--- src/rtl/rhythm_pkg.sv ---
// rhythm_pkg: shared constants, state type and lane shaping helper
// for the rhythm-game note scheduler.
package rhythm_pkg;

  localparam int LANES = 4;

  // Random-word fields: lane pattern and spawn probability.
  localparam int PAT_MSB  = 7;
  localparam int PAT_LSB  = 4;
  localparam int PROB_MSB = 3;
  localparam int PROB_LSB = 0;

  // 5 bits so level 3 (16) beats every 4-bit probability.
  localparam logic [4:0] LVL_THRESH [0:3] = '{
    5'd4, 5'd8, 5'd12, 5'd16
  };

  typedef enum logic [1:0] {
    IDLE = 2'd0,
    RUN  = 2'd1,
    EMIT = 2'd2
  } state_t;

  // Empty pattern falls back to one-hot from the beat index;
  // easy levels keep only the lowest lane.
  function automatic logic [LANES-1:0] shape_lane(
    input logic [LANES-1:0] pat,
    input logic [1:0]       lvl,
    input logic [1:0]       idx
  );
    logic [LANES-1:0] m;
    m = pat;
    if (m == '0)
      m = {{(LANES-1){1'b0}}, 1'b1} << idx;
    if (lvl < 2'd2)
      m = m & (~m + 1'b1);
    return m;
  endfunction

endpackage

--- src/rtl/beat_timer.sv ---
// beat_timer: free-running beat counter with clear and enable.
// Ports: clk, rst (sync), clr, en in; tick out while count is last.
module beat_timer #(
  parameter int CLK_PER_BEAT = 25_000_000,
  parameter int CNT_W        = 25
) (
  input  logic clk,
  input  logic rst,
  input  logic clr,
  input  logic en,
  output logic tick
);

  localparam logic [CNT_W-1:0] LAST = CNT_W'(CLK_PER_BEAT - 1);

  logic [CNT_W-1:0] cnt;

  always_ff @(posedge clk) begin
    if (rst || clr)
      cnt <= '0;
    else if (en)
      cnt <= (cnt == LAST) ? '0 : cnt + 1'b1;
  end

  assign tick = en && (cnt == LAST);

endmodule

--- src/rtl/note_scheduler.sv ---
// note_scheduler: beat-synchronous note spawner with valid/ready out.
// In: i_Clk, i_Rst, i_Start, i_Stop, i_Level, i_Rand, i_Note_Ready.
// Out: o_Note_Valid, o_Note_Lane, o_Beat_Idx, o_Busy, o_Drop.
module note_scheduler
  import rhythm_pkg::*;
#(
  parameter int CLK_PER_BEAT = 25_000_000,
  parameter int CNT_W        = 25
) (
  input  logic             i_Clk,
  input  logic             i_Rst,
  input  logic             i_Start,
  input  logic             i_Stop,
  input  logic [1:0]       i_Level,
  input  logic [7:0]       i_Rand,
  output logic             o_Note_Valid,
  input  logic             i_Note_Ready,
  output logic [LANES-1:0] o_Note_Lane,
  output logic [7:0]       o_Beat_Idx,
  output logic             o_Busy,
  output logic             o_Drop
);

  state_t           state;
  state_t           state_nxt;
  logic             tick;
  logic             tmr_clr;
  logic             tmr_en;
  logic             xfer;
  logic             spawn;
  logic [7:0]       idx_nxt;
  logic [LANES-1:0] lane_nxt;

  assign tmr_clr = (state == IDLE) || i_Stop;
  assign tmr_en  = (state != IDLE);

  beat_timer #(
    .CLK_PER_BEAT (CLK_PER_BEAT),
    .CNT_W        (CNT_W)
  ) u_timer (
    .clk  (i_Clk),
    .rst  (i_Rst),
    .clr  (tmr_clr),
    .en   (tmr_en),
    .tick (tick)
  );

  // Beat evaluation; lane uses the index after this tick's increment.
  always_comb begin
    xfer     = o_Note_Valid & i_Note_Ready;
    idx_nxt  = o_Beat_Idx + 8'd1;
    spawn    = {1'b0, i_Rand[PROB_MSB:PROB_LSB]}
               < LVL_THRESH[i_Level];
    lane_nxt = shape_lane(i_Rand[PAT_MSB:PAT_LSB],
                          i_Level, idx_nxt[1:0]);
  end

  always_ff @(posedge i_Clk) begin
    if (i_Rst)
      state <= IDLE;
    else
      state <= state_nxt;
  end

  always_comb begin
    state_nxt = state;
    unique case (state)
      IDLE: if (i_Start) state_nxt = RUN;
      RUN:  if (tick && spawn) state_nxt = EMIT;
      EMIT: begin
        if (tick)
          state_nxt = spawn ? EMIT : RUN;
        else if (xfer)
          state_nxt = RUN;
      end
      default: state_nxt = IDLE;
    endcase
    if (i_Stop)
      state_nxt = IDLE;
  end

  always_comb begin
    o_Busy = (state != IDLE);
  end

  // A tick in EMIT without a same-cycle transfer discards the note.
  always_ff @(posedge i_Clk) begin
    if (i_Rst || i_Stop) begin
      o_Note_Valid <= 1'b0;
      o_Note_Lane  <= '0;
      o_Beat_Idx   <= 8'd0;
      o_Drop       <= 1'b0;
    end else begin
      o_Drop <= tick && (state == EMIT) && !xfer;
      if (tick) begin
        o_Beat_Idx   <= idx_nxt;
        o_Note_Valid <= spawn;
        if (spawn)
          o_Note_Lane <= lane_nxt;
      end else if (xfer) begin
        o_Note_Valid <= 1'b0;
      end
    end
  end

endmodule

--- config.mk ---
export PLATFORM = sky130hd
export DESIGN_NAME = note_scheduler
export DESIGN_NICKNAME = d
export VERILOG_FILES = /design/src/rtl/rhythm_pkg.sv /design/src/rtl/beat_timer.sv /design/src/rtl/note_scheduler.sv
export SDC_FILE = /design/constraint.sdc
export NUM_CORES = 1
export LEC_CHECK = 0
export BUFFER_PORTS_ARGS = -buffer_cell sky130_fd_sc_hd__buf_2
export CAP_MARGIN = 20
export CORE_UTILIZATION = 50
export CTS_CLUSTER_SIZE = 8
export DETAILED_ROUTE_END_ITERATION = 16
export PLACE_DENSITY_LB_ADDON = 0.25
export SETUP_SLACK_MARGIN = 0.05
export SLEW_MARGIN = 20
export SYNTH_ARGS = -nofsm -noshare
export SYNTH_HDL_FRONTEND = slang
export SYNTH_SLANG_ARGS = --single-unit
--- constraint.sdc ---
create_clock -name i_Clk -period 2.4 [get_ports i_Clk]
set_clock_uncertainty 0.1 [all_clocks]
set_input_delay 0 -clock i_Clk [delete_from_list [all_inputs] [get_ports i_Clk]]
set_output_delay 0 -clock i_Clk [all_outputs]
set_load 0.005 [all_outputs]
# == After elaboration in Yosys (flattened, before gate mapping) ==
# Index checks and enable logic that the tools add are counted.
# word_totals
reg_bits,41
latch_bits,0
ram_bits,0
mem_bits_ro,0
input_bits,15
output_inout_bits,15
elab_cells,52
mem_count,0
# op_classes
addsub,3
multipliers,0
n_div,0
n_lt_le_gt_ge,3
eq_ne,6
shifts,1
muxes,14
n_bitwise,4
reduce_logical,15
# ops
operator,n
$add 25x1->25 const B,1
$eq 25x25->1 const B,1
$mux 25,1
$bmux 5 s2,1
$mux 2,5
$mux 5,2
$add 8x1->8 const B,1
$mux 4,2
$pmux 2 s3,1
$lt 4x5->1,1
$add 4x1->4 const B,1
$and 4x4->4,1
$logic_and 1x1->1,4
$logic_not 4->1,1
$ne 2x2->1 const B,2
$not 4->4,1
$reduce_bool 2->1,2
$shl 1x2->4 const A,1
$ge 3x3->1 const B,1
$logic_or 1x1->1,3
$ne 3x3->1 const B,1
$not 2->3,1
$reduce_and 3->1,1
$eq 2x1->1 const B,1
8 further kinds,9

# == Logic depth before layout (Yosys ltp) ==
# Gate-level depths: netlist (run 1).
# logic_depth
ltp_word,8
ltp_mapped,9
mapped_depth_nobuf,8

# == By module ==
# A second synthesis (run 1) with hierarchy kept.
# unflattened
cells_unflattened,239
area_unflattened_um2,2074.5
# by_module_without_submodules
mod,instances,cells_per_inst,area_per_inst_um2,seq_area_each_um2
beat_timer,1,137,1171.1,500.5
note_scheduler,1,102,903.4,320.3

# == Worst setup path after synthesis (run 1) ==
# No wires, ideal clock.
# synth_path
path_type,register to register
startpoint,register u_timer.cnt[0]
endpoint,register o_Beat_Idx[7]
setup_time_ns,0.071
arrival_ns,1.759
required_ns,2.229
setup_slack_ns,0.471
path_stages_with_launch,7
n_path_buf,0
period_less_slack_ns,1.929
path_cell_list,dfxtp_1 -> ha_1 -> nand4_2 -> nor3_4 -> nand3_4 -> or4_1 -> a21oi_1
# synth_via
elab_chain_len,2
# synth_rtl
element,line,source
"start, declared",beat_timer.sv:16,logic [CNT_W-1:0] cnt;
"start signal, assigned",beat_timer.sv:22,cnt <= (cnt == LAST) ? '0 : cnt + 1'b1;
$eq 25x25->1,beat_timer.sv:25,assign tick = en && (cnt == LAST);
$logic_and 1x1->1,beat_timer.sv:25,
"end signal, assigned",note_scheduler.sv:96,o_Beat_Idx <= idx_nxt;
"end, declared",note_scheduler.sv:19,"output logic [7:0] o_Beat_Idx,"
# Every way passes these cells.
# A chain may end at the register's enable or synchronous reset.

# == Worst setup path after layout (run 1) ==
# layout_path
startpoint,register u_timer.cnt[0]
endpoint,register o_Note_Lane[3]
# layout_via
elab_chain_len,3
# layout_rtl
element,line,source
$eq 25x25->1,beat_timer.sv:25,
$logic_and 1x1->1,beat_timer.sv:25,
$reduce_and 2->1 (no source line),-,
"end signal, assigned",note_scheduler.sv:99,o_Note_Lane <= lane_nxt;
"end, declared",note_scheduler.sv:18,"output logic [LANES-1:0] o_Note_Lane,"
# Every way passes these cells.

==> reports/metrics.cfg, run 1 <==
[run_status]
status = finished, final reports clean

[yosys]
syn_nets = 261
synth_warnings = 0
synth_cell_types = 39
ys_seq_area_share_pct = 39.6
yosys_most_used_dff = dfxtp_1
synth_top_cells_by_area = dfxtp_1 40%, nor2_1 7.2%, xor2_1 6.8%
yosysTopAreaCell = dfxtp_1
avgSynthCellArea_um2 = 8.75
synth_top_area_share_pct = 39.6
syn_area_mm2 = 0.00207
synth_edf_count = 0
async_flop_share_pct = 0
synthCells = 237
ys_ff_latch = 41

[cts]
clk_pin_slew_ns = 0.08
h-tree-depth = 2
cts_resized = 0
post-cts-setup-buffers = 0
cts-root-buf = clkbuf_8
clock-sinks = 41
cts_tree = yes
worstSkewPairLatency_ns = 0.29
postCtsHoldBufs = 5
cts_buffers = 5
clock_path_buffers = 2

[run]
drv_cap = 0

[sta]
slew_headroom_pct = 60.2
rsz0062_at_grt = false
clock.fmax_mhz = 472
finalSetupViolations = 0
holdWs_ns = 0.0570
worst_pin_slew_ns = 0.596
drv_slew = 0
timing.final.crit_share_pct = 88.3
period_needed_ns = 2.12
finalSetupTns_ns = 0
hold_violations = 0

[worst_hold_path]
whs_path_depth = 4
hold_end = o_Note_Lane[1]
hp-class = in -> reg
hold_start = i_Level[1]

[global_route]
grt_use_total_pct = 20.3
grt_pass1_wl_um = 6830
grt_antenna_before_repair = 0
grt_overflow = 0
grt_pass1_vias = 1596
grt_max_degree = 26

[placement]
io_buffers = 27
numPlacedInstances = 316
gp_congestion = 0.770
dp_hpwl_um = 3030
place_area_mm2 = 0.00230

[power_and_ir_drop]
total_power_mw = 1.16
powerDensity_mw_per_mm2 = 477
leakagePower_nw = 0.930
ir_drop_v = 0.000422

[critical_path]
worstPathArrival_ns = 2.24
r2r_end = o_Note_Lane[3]
worst_setup_path_end_kind = flop
worstPathMaxFanout = 8
reg2reg_setup_slack_ns = 0.28
worstSetupPathType = reg -> reg
crit_slowest_cell = or3_1
regToRegStartpoint = u_timer.cnt[0]
start_kind = flop
cp_cell_sequence = ha_1 -> nand4_2 -> nor3_4 -> o2111ai_1 -> or3_1 -> a21oi_1
crit_required_ns = 2.52
cpPeakStageDelay_ns = 0.47
ff2ff_path_depth = 6

[detailed_routing]
first_pass_iters = 4
first_iter_violations = 104
dr_total_vias = 1736
viasPerCell = 5.28
post-route-drc-count = 0
ant_nets = 0
drt-total-wl_um = 4090
wl_per_cell_um = 12.4

[die]
ios = 30
fp.dieW_um = 66.4
die_y_um = 66.4
start_util_pct = 51.9
die_area_mm2 = 0.00441
core_mm2 = 0.00400
num_rows = 23

[final_layout]
final_common_cell = dfxtp_1
drive_gt1_share_pct = 19.7
final_cell_mix = 41 x dfxtp_1, 40 x nor2_1, 27 x buf_2, 17 x nand2_1, 16 x xor2_1
syn2layout_area_growth_pct = 17.3
final_nets = 302
n_antenna_cell = 0
fin_cells = 329
design_area_mm2 = 0.00243

==> report_power, final <==
group          internal (mW)  switching [mW]
clock network          0.202           0.226
registers              0.681         0.00152
logic                 0.0234          0.0277
total                  0.906           0.255
==> final cells by class <==
| type | instances | area [um2] |
|---|---|---|
| multi-input combinational | 179 | 1180 |
| clock inverter | 2 | 10.0 |
| sequential | 41 | 821 |
| tap | 50 | 62.6 |
| fill | 362 | 1570 |
| clock buffer | 6 | 72.6 |
| timing repair buffer | 39 | 238 |
| inverter | 12 | 45.0 |
==> how the worst max path moves through the flow <==
stage	start	end	slack (ns)	cells after the start
6_report	u_timer.cnt[0]	o_Note_Lane[3]	0.28	6
5_1_grt	u_timer.cnt[0]	o_Note_Lane[3]	0.05	6
4_1_cts	u_timer.cnt[0]	o_Note_Lane[3]	0.24	6
3_5_place_dp	u_timer.cnt[0]	o_Note_Lane[3]	0.25	6
3_3_place_gp	u_timer.cnt[0]	o_Note_Lane[1]	0.32	6
2_1_floorplan	u_timer.cnt[0]	o_Beat_Idx[7]	0.47	6
==> Yosys cell counts (3+ instances only) <==
master / count
xor2_1: 16
buf_2: 4
and4_1: 3
or3_1: 3
nor3_1: 4
nor2b_1: 3
inv_1: 12
nor4_1: 3
nand3_1: 13
nor4_2: 3
nand2_1: 17
o31ai_1: 3
ha_1: 9
and3_1: 5
xnor2_1: 9
a31oi_1: 3
nor2_1: 40
dfxtp_1: 41
nand4_1: 7
a21oi_1: 11
and2_1: 3
or4_1: 3
==> sequential cells by signal, indices dropped and copies added (netlist names) <==
signal / count
u_timer.cnt: 25
o_Beat_Idx: 8
o_Note_Lane: 4
state: 2
o_Drop: 1
o_Note_Valid: 1
==> kinds of logic (layout without fill, tap and decap cells) <==
kind of cell	Yosys count	in the layout	synth area share, %
buf+inv	17	59	3.32
fa+ha+maj	9	9	5.43
compound gates	27	27	8.32
xor+xnor	25	25	10.6
simple gates	116	116	31.8
mux	2	2	0.965
flops	41	41	39.6
==> critical path: cells and delay by family (launching register included) <==
family	cells	cell delay [ns]
and+or+nand+nor	3	0.87
DFF	1	0.38
AOI/OAI and AO/OA	2	0.46
adders and majority gates	1	0.25
==> routing by layer <==
layer | routed length (um) | up-vias | track usage (%)
met5 | 0 | - | 0
met4 | 41 | 0 | 4.79
met2 | 1920 | 19 | 35.1
met1 | 2030 | 805 | 25.3
li1 | - | 907 | -
met3 | 100 | 5 | 4.66
==> stage by stage <==
step	setup WS [ns]	util [%]
after floorplan	0.471	-
after global placement	0.324	57.5
after detailed placement	0.248	57.5
after CTS	0.240	60.8
after global routing	0.0541	60.8
final	0.281	60.8
Power figures use the tool's default switching activity.
==> inputs of run 2 (changes only) <==
--- a/config.mk
+++ b/config.mk
@@ -7,7 +7,7 @@
 export LEC_CHECK = 0
 export BUFFER_PORTS_ARGS = -buffer_cell sky130_fd_sc_hd__buf_2
 export CAP_MARGIN = 20
-export CORE_UTILIZATION = 50
+export CORE_UTILIZATION = 32
 export CTS_CLUSTER_SIZE = 8
 export DETAILED_ROUTE_END_ITERATION = 16
 export PLACE_DENSITY_LB_ADDON = 0.25
==> constraint.sdc (replaced) <==
create_clock -name i_Clk -period 2.4 [get_ports i_Clk]
set_clock_uncertainty 0.1 [all_clocks]
set_input_delay 0.24 -clock i_Clk [delete_from_list [all_inputs] [get_ports i_Clk]]
set_output_delay 0.24 -clock i_Clk [all_outputs]
set_load 0.005 [all_outputs]
==> run 2 against run 1 <==
- clock power decreased by 2%
- combinational power shrank 5.3%
- first-iteration DRC count shrank 45%
- total power decreased by 1.1%
- flip-flop and latch count did not move
- setup slack better by 0.078 ns
- design area is 0.31% higher
- critical path depth increased by 1
- sequential share of layout area down 0.10 points
==> reports/metrics.cfg, run 2 (synthesis results as in run 1) <==
[run_status]
status = finished, final reports clean

[power_and_ir_drop]
ir_drop_v = 0.000228  ; -46%
powerDensity_mw_per_mm2 = 470  ; -1.5%
leakagePower_nw = 0.927  ; -0.30%
total_power_mw = 1.15  ; -1.1%

[cts]
worstSkewPairLatency_ns = 0.29  ; about the same
clk_pin_slew_ns = 0.07  ; about the same
cts_resized = 0  ; unchanged
clock_path_buffers = 2  ; unchanged
post-cts-setup-buffers = 0  ; unchanged
cts_buffers = 5  ; unchanged
h-tree-depth = 2  ; unchanged
clock-sinks = 41  ; unchanged
cts-root-buf = clkbuf_8
cts_tree = yes
postCtsHoldBufs = 0  ; -5

[sta]
timing.final.crit_share_pct = 85.1  ; -3.2 points
worst_pin_slew_ns = 0.427  ; -0.169 ns
clock.fmax_mhz = 490  ; +3.8%
drv_slew = 0  ; unchanged
slew_headroom_pct = 71.5  ; +11 points
hold_violations = 0  ; unchanged
finalSetupViolations = 0  ; unchanged
rsz0062_at_grt = false
finalSetupTns_ns = 0  ; unchanged
postLayoutSetupSlackWorst_ns = 0.359  ; +0.0778 ns
period_needed_ns = 2.04  ; -0.0778 ns

[critical_path]
crit_path_end = o_Note_Lane[1]
cp_cell_sequence = ha_1 -> nand4_2 -> nor3_4 -> o2111ai_1 -> buf_4 -> or3_1 -> a21oi_1
crit_slowest_cell = dfxtp_1
reg2reg_setup_slack_ns = 0.36  ; +0.08 ns
crit_required_ns = 2.52  ; about the same
ff2ff_path_depth = 7  ; +1
start_kind = flop
cpPeakStageDelay_ns = 0.38  ; -0.09 ns
worst_setup_path_end_kind = flop
critPathLaunch = u_timer.cnt[0]
worstPathArrival_ns = 2.16  ; -0.08 ns
worstPathMaxFanout = 9  ; +1
regToRegStartpoint = u_timer.cnt[0]
worstSetupPathType = reg -> reg
r2r_end = o_Note_Lane[1]

[detailed_routing]
post-route-drc-count = 0  ; unchanged
viasPerCell = 4.91  ; -7.0%
dr_total_vias = 1717  ; -1.1%
wl_per_cell_um = 11.9  ; -4.5%
drt-total-wl_um = 4160  ; +1.6%
first_iter_violations = 57  ; -45%
first_pass_iters = 4  ; unchanged
ant_nets = 0  ; unchanged

[final_layout]
largest_reg_flops = 25  ; unchanged
n_antenna_cell = 0  ; unchanged
reg_top3 = u_timer.cnt (25), o_Beat_Idx (8), o_Note_Lane (4)
final_common_cell = dfxtp_1
n_fill_cell = 656  ; +81%
top_register = u_timer.cnt
drive_gt1_share_pct = 20.7  ; +1.0 points
syn2layout_area_growth_pct = 17.7
final_cell_mix = 41 x dfxtp_1, 40 x nor2_1, 27 x buf_2, 17 x nand2_1, 16 x xor2_1
final_nets = 300  ; -0.66%

[global_route]
grt_antenna_before_repair = 0  ; unchanged
grt_use_total_pct = 13.5  ; -6.8 points
grt_overflow = 0  ; unchanged
grt_pass1_vias = 1540  ; -3.5%
grt_pass1_wl_um = 6980  ; +2.2%
grt_max_degree = 18  ; -31%

[die]
die_y_um = 82.5  ; +24%
ios = 30  ; unchanged
core_mm2 = 0.00610  ; +52%
die_area_mm2 = 0.00681  ; +54%
num_rows = 28  ; +22%
fp.dieW_um = 82.5  ; +24%
start_util_pct = 34.0  ; -18 points

[placement]
place_ws_ns = 0.190  ; -0.0584 ns
io_buffers = 27  ; unchanged
gp_congestion = 0.744  ; -3.4%
dp_hpwl_um = 3090  ; +2.0%

[worst_hold_path]
hp-class = in -> reg

[run]
drv_cap = 0  ; unchanged

run 2: stage by stage:
stage          cells  hold slack (ns)  instance area, um2  util, %
3_3_place_gp     344            0.343                2370     38.8
5_1_grt          350            0.144                2440     40.0
4_1_cts          350            0.121                2440     40.0
3_5_place_dp     344            0.348                2370     38.8
2_1_floorplan    237            0.310                2070        -
6_report         350            0.127                2440     40.0
run 2: critical path: cells and delay by family, from the launching register on:
kind	cells	cell delay, ns
and+or+nand+nor	3	0.68
DFF	1	0.38
adders and majority gates	1	0.23
buffers and inverters	1	0.23
AOI/OAI and AO/OA	2	0.35
run 2: routing by layer:
metal  vias up  track usage, %  part of all wire [%]  wire length (um)
li1        900               -                     -                 -
met1       790            18.4                    52              2170
met2        21            20.4                    43              1790
met3         6            3.41                   3.0               124
met4         0            5.17                   1.7                70
met5         -               0                     0                 0
run 2: worst min path at each step:
stage                         startpoint             end  depth (start not counted)
after global placement    o_Note_Lane[1]  o_Note_Lane[1]                          2
after global routing               i_Rst   o_Beat_Idx[6]                          3
after floorplan                i_Rand[4]  o_Note_Lane[0]                          2
after CTS                   i_Note_Ready    o_Note_Valid                          3
final                       i_Note_Ready    o_Note_Valid                          3
after detailed placement  o_Note_Lane[1]  o_Note_Lane[1]                          2
run 2: area by class of cell:
type	count	area [um2]	area share [%]
Timing Repair Buffer	37	223	9.12
Clock inverter	1	5.00	0.205
Clock buffer	5	68.8	2.82
Multi-Input combinational cell	179	1180	48.5
Tap cell	75	93.8	3.84
Inverter	12	45.0	1.85
Sequential cell	41	821	33.6
run 2: power by group:
group          switching [mW]  internal (mW)
clock                   0.225          0.191
combinational          0.0274         0.0211
sequential            0.00133          0.681
==> inputs of run 3 (changes only) <==
--- a/config.mk
+++ b/config.mk
@@ -5,6 +5,7 @@
 export SDC_FILE = /design/constraint.sdc
 export NUM_CORES = 1
 export LEC_CHECK = 0
+export ABC_AREA = 1
 export BUFFER_PORTS_ARGS = -buffer_cell sky130_fd_sc_hd__buf_2
 export CAP_MARGIN = 20
 export CORE_UTILIZATION = 32
==> run 3 against run 2 <==
- synthesized area is 12% higher
- via count up 21%
- maximum frequency rose by 7.4%
- global-route usage rose by 0.73 points
- combinational power increased by 33%
- sequential share of layout area is 2.7 points lower
- wire length up 18%
- final cell count increased by 33%
- non-clock buffer count shrank 9
- critical endpoint is now u_timer.cnt[22]
- largest power group unchanged
- highest routed layer unchanged
==> reports/metrics.cfg, run 3 <==
[run_status]
status = finished, final reports clean

[final_layout]
reg_top3 = u_timer.cnt (25), o_Beat_Idx (8), o_Note_Lane (4)
largest_reg_flops = 25  ; unchanged
final_cell_mix = 57 x inv_1, 55 x nor2_1, 55 x nand2_1, 41 x dfxtp_1, 27 x buf_2
drive_gt1_share_pct = 15.9  ; -4.8 points
final_nets = 394  ; +31%
final_util_pct = 38.4  ; -1.7 points
final_common_cell = inv_1
syn2layout_area_growth_pct = 14.0
n_antenna_cell = 0  ; unchanged
top_register = u_timer.cnt

[global_route]
grt_antenna_before_repair = 0  ; unchanged
grt_max_degree = 15  ; -3
grt_use_total_pct = 14.3  ; +0.73 points
grt_pass1_vias = 1942  ; +26%
grt_overflow = 0  ; unchanged
grt_pass1_wl_um = 8430  ; +21%

[yosys]
async_flop_share_pct = 0  ; unchanged
syn_area_mm2 = 0.00233  ; +12%
synth_most_common_cell = inv_1
avgSynthCellArea_um2 = 6.88  ; -21%
synth_top_area_share_pct = 35.3  ; -4.3 points
synth_top_cells_by_area = dfxtp_1 35%, inv_1 9.2%, nand2_1 8.9%
ys_seq_area_share_pct = 35.3  ; -4.3 points
synth_edf_count = 0  ; unchanged
synthCells = 338  ; +43%
synth_warnings = 0  ; unchanged
yosysTopAreaCell = dfxtp_1
synth_cell_types = 34  ; -13%
ys_ff_latch = 41  ; unchanged
yosys_most_used_dff = dfxtp_1
syn_nets = 362  ; +39%
synth_common_cells = 57 x inv_1, 55 x nand2_1, 55 x nor2_1

[detailed_routing]
drt-total-wl_um = 4910  ; +18%
dr_total_vias = 2074  ; +21%
ant_nets = 0  ; unchanged
viasPerCell = 4.44  ; -9.5%
wl_per_cell_um = 10.5  ; -12%
first_iter_violations = 62  ; +8.8%
first_pass_iters = 4  ; unchanged
post-route-drc-count = 0  ; unchanged

[placement]
place_ws_ns = 0.235  ; +0.0457 ns
gp_congestion = 0.824  ; +11%
io_buffers = 27  ; unchanged
dp_hpwl_um = 3790  ; +23%

[power_and_ir_drop]
seqPwrFrac_pct = 57.0  ; -2.5 points
p_int_mw = 0.906  ; +1.4%
powerDensity_mw_per_mm2 = 452  ; -3.9%
ir_drop_v = 0.000244  ; +6.9%
pwr-share-comb_pct = 5.4  ; +1.2 points
total_power_mw = 1.20  ; +4.4%
p_sw_share_pct = 24.4  ; +2.3 points
clockPowerShare_pct = 37.6  ; +1.3 points
p_sw_mw = 0.292  ; +15%
leakagePower_nw = 1.00  ; +8.4%

[worst_hold_path]
hp-class = in -> reg
whs_path_depth = 3  ; unchanged

[sta]
hold_violations = 0  ; unchanged
timing.final.crit_share_pct = 79.2  ; -5.9 points
clock.fmax_mhz = 526  ; +7.4%
postLayoutSetupSlackWorst_ns = 0.499  ; +0.141 ns
slew_headroom_pct = 65.5  ; -5.9 points
rsz0062_at_grt = false
drv_slew = 0  ; unchanged
worst_pin_slew_ns = 0.517  ; +0.0895 ns
finalSetupViolations = 0  ; unchanged
holdWs_ns = 0.0844  ; -0.0430 ns
finalSetupTns_ns = 0  ; unchanged
period_needed_ns = 1.90  ; -0.141 ns

[critical_path]
worstPathMaxFanout = 4  ; -5
worstPathArrival_ns = 1.99  ; -0.17 ns
start_kind = flop
worst_setup_path_end_kind = flop
worstSetupPathType = reg -> reg
crit_required_ns = 2.49  ; -0.03 ns
ff2ff_path_depth = 10  ; +3

[cts]
postCtsHoldBufs = 0  ; unchanged
post-cts-setup-buffers = 0  ; unchanged
cts_buffers = 5  ; unchanged
clock-sinks = 41  ; unchanged
h-tree-depth = 2  ; unchanged
clock_path_buffers = 2  ; unchanged
cts_resized = 0  ; unchanged
cts-root-buf = clkbuf_8
clk_pin_slew_ns = 0.09  ; +0.02 ns
cts_tree = yes
worstSkewPairLatency_ns = 0.30  ; about the same

[die]
fp.dieW_um = 87.3  ; +5.7%
core_mm2 = 0.00691  ; +13%
num_rows = 30  ; +7.1%
die_area_mm2 = 0.00761  ; +12%
start_util_pct = 33.7  ; -0.35 points
die_y_um = 87.3  ; +5.7%
ios = 30  ; unchanged

[run]
drv_cap = 0  ; unchanged

[run 3: cell count changes after synthesis, moves of 6 or more]
cell     before  now
inv_1        12   57
nand2_1      17   55
o21ai_0       2   21
nor2_1       40   55
xor2_1       16    4
a21oi_1      11   19
nor3_1        4   12
xnor2_1       9    3
[run 3: cell type report]
cell class	instances	area [um2]
fill	788	4260
timing repair buffer	28	143
clock inverter	2	10.0
sequential	41	821
inverter	60	226
clock buffer	6	72.6
tap	96	120
multi-input combinational	234	1260
[run 3: cell families after synthesis]
group | count (synthesis) | synth area share [%]
xor gates and xnor gates | 7 | 2.64
buffers and inverters | 63 | 10.6
adders and majority gates | 9 | 4.84
AOI/OAI and AO/OA | 49 | 11.2
and+or+nand+nor | 169 | 35.4
DFF | 41 | 35.3
[run 3: path summary, 6_finish.rpt]
| path | to | slack, ns | from |
|---|---|---|---|
| worst max-delay path | u_timer.cnt[22] | 0.50 | u_timer.cnt[0] |
| worst min-delay path | state[0] | 0.08 | i_Start |
| worst max register to register | u_timer.cnt[22] | 0.50 | u_timer.cnt[0] |
| worst min register to register | u_timer.cnt[0] | 0.35 | u_timer.cnt[0] |
[run 3: through the flow]
step,cell area [um2],instances
6_report,2650,467
5_1_grt,2650,467
4_1_cts,2650,467
3_5_place_dp,2570,459
3_3_place_gp,2570,459
2_1_floorplan,2330,338
[run 3: power groups by stage]
stage          combinational (mW)  sequential [mW]  clock (mW)
5_1_grt                    0.0741            0.683       0.494
3_5_place_dp               0.0654            0.698           0
2_1_floorplan              0.0445            0.698           0
4_1_cts                    0.0660            0.682       0.467
3_3_place_gp               0.0643            0.698           0
6_report                   0.0646            0.682       0.451
[run 3: worst max-delay path, cell delays in order (launching register included)]
cell and delay, ns:
dfxtp_1 0.36, ha_1 0.18, nand2_1 0.10, nor2_4 0.15, nand2_1 0.12, nor3_2 0.20, nand2_2 0.12, nor2_4 0.16
nand3_1 0.10, o21ai_0 0.15, nor2_1 0.05
[run 3: per-layer routing]
layer	vias up	part of all wire (%)	track usage [%]
li1	1140	-	-
met1	897	52	17.6
met2	30	43	24.6
met3	7	3.3	2.94
met4	0	1.5	4.92
met5	-	0	0
